### config.mk
export PLATFORM = sky130hd
export DESIGN_NAME = uart_word_deframer_flat
export DESIGN_NICKNAME = d
export VERILOG_FILES = /design/src/rtl/uart_word_deframer_if.sv /design/src/rtl/uart_word_deframer.sv /design/src/flat_wrapper.sv
export SDC_FILE = /design/constraint.sdc
export NUM_CORES = 1
export LEC_CHECK = 0
export CAP_MARGIN = 20
export CORE_MARGIN = 8
export CORE_UTILIZATION = 59
export DETAILED_ROUTE_END_ITERATION = 8
export GPL_TIMING_DRIVEN = 0
export PLACE_DENSITY = 0.79
export SLEW_MARGIN = 20
export SYNTH_ARGS = -nofsm -noshare
export SYNTH_HDL_FRONTEND = slang
export SYNTH_SLANG_ARGS = --single-unit
export TNS_END_PERCENT = 1
### constraint.sdc
create_clock -name clk -period 2.65 [get_ports clk]
set_clock_uncertainty 0.2 [all_clocks]
set_input_delay 0.3975 -clock clk [delete_from_list [all_inputs] [get_ports clk]]
set_output_delay 0.3975 -clock clk [all_outputs]
set_load 0.05 [all_outputs]
### src/rtl/uart_word_deframer_if.sv
// Word stream from the deframer FIFO to its consumer.
// The master presents word_out/word_valid and the slave answers with word_ready.
interface uart_word_deframer_if;
  logic [15:0] word_out;
  logic        word_valid;
  logic        word_ready;

  modport master (output word_out, output word_valid, input word_ready);
  modport slave  (input word_out, input word_valid, output word_ready);
endinterface

### src/rtl/uart_word_deframer.sv
// Parses SYNC/LEN/(LO,HI)xLEN/CHK packets from a UART byte stream into 16-bit words.
// Completed words go into a small first-word-fall-through FIFO. Each frame ends with one ok/err pulse.
module uart_word_deframer #(
  parameter int unsigned FIFO_DEPTH     = 4,
  parameter int unsigned MAX_WORDS      = 64,
  parameter int unsigned TIMEOUT_CYCLES = 2048,
  parameter logic [7:0]  SYNC_BYTE      = 8'hAA
) (
  input  logic                 clk,
  input  logic                 rst,
  input  logic [7:0]           rx_data,
  input  logic                 rx_done,
  uart_word_deframer_if.master wout,
  output logic                 frame_ok,
  output logic                 frame_err,
  output logic                 busy
);

  localparam int unsigned AW = $clog2(FIFO_DEPTH);
  localparam int unsigned TW = $clog2(TIMEOUT_CYCLES + 1);
  localparam logic [TW-1:0] TMO_LAST = TW'(TIMEOUT_CYCLES - 1);
  localparam logic [AW:0]   FULL_CNT = (AW + 1)'(FIFO_DEPTH);
  localparam logic [7:0]    MAX_LEN  = 8'(MAX_WORDS);

  typedef enum logic [2:0] {S_IDLE, S_LEN, S_LO, S_HI, S_CHK} state_t;

  state_t        state_q, state_d;
  logic          rx_done_q;
  logic          byte_stb;
  logic [7:0]    csum_q, csum_d;
  logic [7:0]    rem_q, rem_d;
  logic [7:0]    lo_q, lo_d;
  logic          ovf_q, ovf_d;
  logic [TW-1:0] tmo_q, tmo_d;
  logic          frame_ok_q, frame_ok_d;
  logic          frame_err_q, frame_err_d;

  logic [15:0]   mem_q [FIFO_DEPTH];
  logic [AW-1:0] wr_ptr_q, wr_ptr_d;
  logic [AW-1:0] rd_ptr_q, rd_ptr_d;
  logic [AW:0]   count_q, count_d;
  logic          push_req, push_ok, pop, full;

  assign byte_stb = rx_done & ~rx_done_q;
  assign pop      = (count_q != '0) && wout.word_ready;
  assign full     = (count_q == FULL_CNT);
  // A pop in the same cycle frees the slot, so a push into a full FIFO still lands.
  assign push_ok  = push_req && (!full || pop);

  always_comb begin
    state_d     = state_q;
    csum_d      = csum_q;
    rem_d       = rem_q;
    lo_d        = lo_q;
    ovf_d       = ovf_q;
    frame_ok_d  = 1'b0;
    frame_err_d = 1'b0;
    push_req    = 1'b0;
    tmo_d       = (state_q == S_IDLE || byte_stb) ? '0 : tmo_q + 1'b1;

    if (byte_stb) begin
      case (state_q)
        S_IDLE: begin
          if (rx_data == SYNC_BYTE) begin
            state_d = S_LEN;
            ovf_d   = 1'b0;
          end
        end
        S_LEN: begin
          if (rx_data == 8'd0 || rx_data > MAX_LEN) begin
            frame_err_d = 1'b1;
            state_d     = S_IDLE;
          end else begin
            rem_d   = rx_data;
            csum_d  = rx_data;
            state_d = S_LO;
          end
        end
        S_LO: begin
          lo_d    = rx_data;
          csum_d  = csum_q ^ rx_data;
          state_d = S_HI;
        end
        S_HI: begin
          push_req = 1'b1;
          if (full && !pop) ovf_d = 1'b1;
          csum_d  = csum_q ^ rx_data;
          rem_d   = rem_q - 8'd1;
          state_d = (rem_q == 8'd1) ? S_CHK : S_LO;
        end
        S_CHK: begin
          if (rx_data == csum_q && !ovf_q) frame_ok_d  = 1'b1;
          else                             frame_err_d = 1'b1;
          state_d = S_IDLE;
        end
        default: state_d = S_IDLE;
      endcase
    end else if (state_q != S_IDLE && tmo_q == TMO_LAST) begin
      frame_err_d = 1'b1;
      state_d     = S_IDLE;
    end
  end

  always_comb begin
    wr_ptr_d = wr_ptr_q;
    rd_ptr_d = rd_ptr_q;
    count_d  = count_q;
    if (push_ok) wr_ptr_d = wr_ptr_q + 1'b1;
    if (pop)     rd_ptr_d = rd_ptr_q + 1'b1;
    if (push_ok && !pop)      count_d = count_q + 1'b1;
    else if (!push_ok && pop) count_d = count_q - 1'b1;
  end

  always_ff @(posedge clk) begin
    if (rst) begin
      state_q     <= S_IDLE;
      rx_done_q   <= 1'b0;
      csum_q      <= '0;
      rem_q       <= '0;
      lo_q        <= '0;
      ovf_q       <= 1'b0;
      tmo_q       <= '0;
      frame_ok_q  <= 1'b0;
      frame_err_q <= 1'b0;
      wr_ptr_q    <= '0;
      rd_ptr_q    <= '0;
      count_q     <= '0;
    end else begin
      state_q     <= state_d;
      rx_done_q   <= rx_done;
      csum_q      <= csum_d;
      rem_q       <= rem_d;
      lo_q        <= lo_d;
      ovf_q       <= ovf_d;
      tmo_q       <= tmo_d;
      frame_ok_q  <= frame_ok_d;
      frame_err_q <= frame_err_d;
      wr_ptr_q    <= wr_ptr_d;
      rd_ptr_q    <= rd_ptr_d;
      count_q     <= count_d;
    end
  end

  always_ff @(posedge clk) begin
    if (!rst && push_ok) mem_q[wr_ptr_q] <= {rx_data, lo_q};
  end

  // Storage is not reset, so the head word is masked to zero while the FIFO is empty.
  assign wout.word_valid = (count_q != '0);
  assign wout.word_out   = (count_q != '0) ? mem_q[rd_ptr_q] : 16'h0000;
  assign frame_ok        = frame_ok_q;
  assign frame_err       = frame_err_q;
  assign busy            = (state_q != S_IDLE);

endmodule

### src/flat_wrapper.sv
// flat-port wrapper written by rule: the top's interface ports become plain ports
module uart_word_deframer_flat 
#(
  parameter int unsigned FIFO_DEPTH     = 4,
  parameter int unsigned MAX_WORDS      = 64,
  parameter int unsigned TIMEOUT_CYCLES = 2048,
  parameter logic [7:0]  SYNC_BYTE      = 8'hAA
)
  (clk, rst, rx_data, rx_done, frame_ok, frame_err, busy, wout_word_out, wout_word_valid, wout_word_ready);
  uart_word_deframer_if wout_i ();
  input  logic clk;
  input  logic rst;
  input  logic [7:0] rx_data;
  input  logic rx_done;
  output logic frame_ok;
  output logic frame_err;
  output logic busy;
  output wire logic [$bits(wout_i.word_out)-1:0] wout_word_out;
  output wire logic [$bits(wout_i.word_valid)-1:0] wout_word_valid;
  input wire logic [$bits(wout_i.word_ready)-1:0] wout_word_ready;
  assign wout_word_out = wout_i.word_out;
  assign wout_word_valid = wout_i.word_valid;
  assign wout_i.word_ready = wout_word_ready;
  uart_word_deframer #(.FIFO_DEPTH(FIFO_DEPTH), .MAX_WORDS(MAX_WORDS), .TIMEOUT_CYCLES(TIMEOUT_CYCLES), .SYNC_BYTE(SYNC_BYTE)) u_core (.clk(clk), .rst(rst), .rx_data(rx_data), .rx_done(rx_done), .wout(wout_i), .frame_ok(frame_ok), .frame_err(frame_err), .busy(busy));
endmodule
==> results <==
cell usage after synthesis, types with 2 or more instances:
library cell  number  area (sq um)
o31ai_1            2          15.0
a31o_2             2          17.5
xor2_1            10          87.6
a22oi_1            3          22.5
mux4_2            16           360
nand3_1           13          65.1
edfxtp_1          64          1920
and2_1            20           125
o21ai_0            9          45.0
nor2_1            41           154
o32ai_1            2          17.5
buf_4              2          15.0
or3_1              6          37.5
dfxtp_1           52          1040
o211ai_1           6          45.0
inv_1             12          45.0
nor3b_1            3          22.5
mux2i_1           11           110
a31oi_1            2          12.5
or4_1              4          30.0
and3_1             2          12.5
clkbuf_1          12          45.0
nand2b_1           4          25.0
a41oi_1            3          26.3
nand3b_1           2          15.0
xnor2_1           11          96.3
o41ai_1            5          43.8
nor3_1             8          40.0
o21ai_1            3          15.0
nand4_1            5          31.3
nand2_1           19          71.3
buf_2              9          45.0
buf_1              2          7.51
ha_1               8           100
a21oi_1           18          90.1
nor2b_1            2          12.5
or2_2              3          18.8
o2111ai_1          3          26.3
repair_timing:
action | in CTS | in global routing
setup endpoints to repair | 19 | 52
pin swaps | 0 | 1
resized for setup | 68 | 11
cloned | 0 | 0
registers in the layout, indices dropped and copies added, names as in the netlist, 2 cells and up, named ones only:
name,cells
u_core.mem_q,64
u_core.tmo_q,12
u_core.csum_q,8
u_core.lo_q,8
u_core.rem_q,8
u_core.count_q,3
u_core.state_q,3
u_core.rd_ptr_q,2
u_core.wr_ptr_q,2
how the worst max path moves through the flow:
stage / endpoint / depth (start not counted)
6_report: wout_word_out[15] / 4
3_5_place_dp: wout_word_out[11] / 5
3_3_place_gp: wout_word_out[11] / 5
2_1_floorplan: u_core.count_q[2] / 10
4_1_cts: wout_word_out[8] / 5
5_1_grt: wout_word_out[4] / 4
logic make-up after synthesis:
family | Yosys count | synth area share [%]
mux | 27 | 9.14
fa+ha+maj | 9 | 2.33
simple gates | 145 | 15.7
flops | 116 | 57.6
buf+inv | 38 | 3.28
xor+xnor | 21 | 3.57
compound gates | 62 | 8.39
metal layers:
metal | vias to the layer above | share of wire (%) | wire length, um
met5 | - | 0 | 0
met4 | 0 | 2.5 | 276
met3 | 27 | 7.5 | 829
met2 | 153 | 49 | 5440
met1 | 1711 | 41 | 4490
li1 | 1649 | - | -
worst max-delay path: cells and delay by family, from the launching register on:
family	cells	cell delay (ns)
buffers and inverters	2	0.58
AND/OR/NAND/NOR	1	0.17
flip-flops	1	0.32
multiplexers	1	0.50
power by group through the flow:
stage	registers, mW	clock network [mW]	logic [mW]
2_1_floorplan	1.93	0	0.0587
3_3_place_gp	1.93	0	0.108
3_5_place_dp	1.93	0	0.111
4_1_cts	1.89	2.30	0.111
5_1_grt	1.89	2.38	0.120
6_report	1.89	2.29	0.112
cell type report:
cell class / instances / share of cell area [%]
clock buffers: 17 / 6.72
multi-input cells: 264 / 32.9
repair buffers: 31 / 4.14
plain buffers: 24 / 2.31
clock inverters: 15 / 2.94
inverters: 12 / 0.731
well taps: 108 / 2.19
flip-flops and latches: 116 / 48.1
==> metrics <==
met2 Use GR 32.7%; Pleak 2.09 nW; gpl congestion 0.872; final design utilization 71.7%; worst vdd ir 0.464 mV; HPWL after DPL 6880 um; Worst-Skew Late Latency 0.53 ns; M3 GR Usage 5.63%; Hold Crit Class flip-flop to flip-flop; antenna violations before repair 0; switching power 0.930 mW; commonest non-fill, non-tap cell in the layout edfxtp_1; Global Route met1 Usage 22.4%; Slew Limit Fails 0; worst r2r dst u_core.count_q[2]; Design Area, Final 0.00616 sq mm; Hold Crit Depth 1; PnR worst setup slack -0.0443 ns; Antenna Nets Post-Route 0; Place WS -0.440 ns; reg2reg path depth 10; routed wire length 11000 um; ys flop type edfxtp_1; crit-path cells buf_6 -> mux4_2 -> and2_1 -> dlygate4sd2_1; largest net degree at the start of global routing 17; Fill cells 590; total die area 0.0120 sq mm; Total GRT Usage 19.6%; n_diodes 0; Vias per Instance 6.03; Site Rows 34; # Max-Cap Violations 0; Mapped Area 0.00515 sq mm; CTS buffer count 17; outcome finished with violations; Net Count, Synth 439; IO buf count 31; via count 3540; Combinational Power Share 2.6%; Post-synth ARST share 0%; CP Max Fanout 7; 1st-pass router iterations 5; final cell count without fillers 587; GR Overflow Total 0; CP arrival 2.10 ns; Core Footprint 0.00859 sq mm; synthesized flop and latch total 116; first-pass GRT wire length 17700 um; remaining routing DRC violations 0; CTS Hold Bufs 0; reg2reg start u_core.state_q[2]; WL/cell 18.8 um; # setup viols final 10; GR peak layer met2; CP Data Required Time 2.05 ns; FMAX 371 MHz; IO Pins 32; CP Launch Type flip-flop; setup tns final -0.270 ns; Clock transition at path regs 0.06 ns; flop2flop setup slack 0.11 ns; critical path class flip-flop to primary output; multi-input logic area 0.00203 sq mm; postcts setup bufs 0; Reg power frac 44.0%; cell with the largest stage delay on the worst path mux4_2; switch share 21.7%; Die Y 109 um; DR iter-0 viols 267; post-synth cell types 57; Pwr Total 4.29 mW; Post-synth EDFFs 64; CTS tree yes; Clock power frac 53.4%; synthesized instance count 418; failing checks setup timing; sequential share of the synthesized area 57.6%; Power Internal 3.36 mW; unrepaired setup endpoints after global routing yes; Hold Vio Cnt, Final 0; Layout Nets 487; Worst Tran Pin Value 0.896 ns; Area growth, synth to finish 19.8%; P per Cell Area 697 mW/mm^2; DIE WIDTH 109 um; placed inst area 0.00559 sq mm; root buffer selected by CTS clkbuf_8; Hold Path End u_core.tmo_q[0]; mean area per synthesized cell 12.3 sq um; fin crit share 102%; Slew headroom 40.3%; post-placement cell count 557; layout cells sized above 1 18.8%; CP peak stage delay 0.50 ns; TritonCTS Sinks 116; Crit. End Element primary output; yosys warns 0; vias in the first global route 3500; most frequent cells in the layout 64 x edfxtp_1, 51 x dfxtp_1, 40 x nor2_1, 19 x nand2_1, 19 x and2_1; initial core utilization 59.9%; register area 0.00296 sq mm; Hold Path Origin u_core.tmo_q[0]; # H-tree levels 4; hold slack 0.243 ns; clk buf depth 2; crit path time final 2.69 ns
Power figures use the tool's default switching activity.
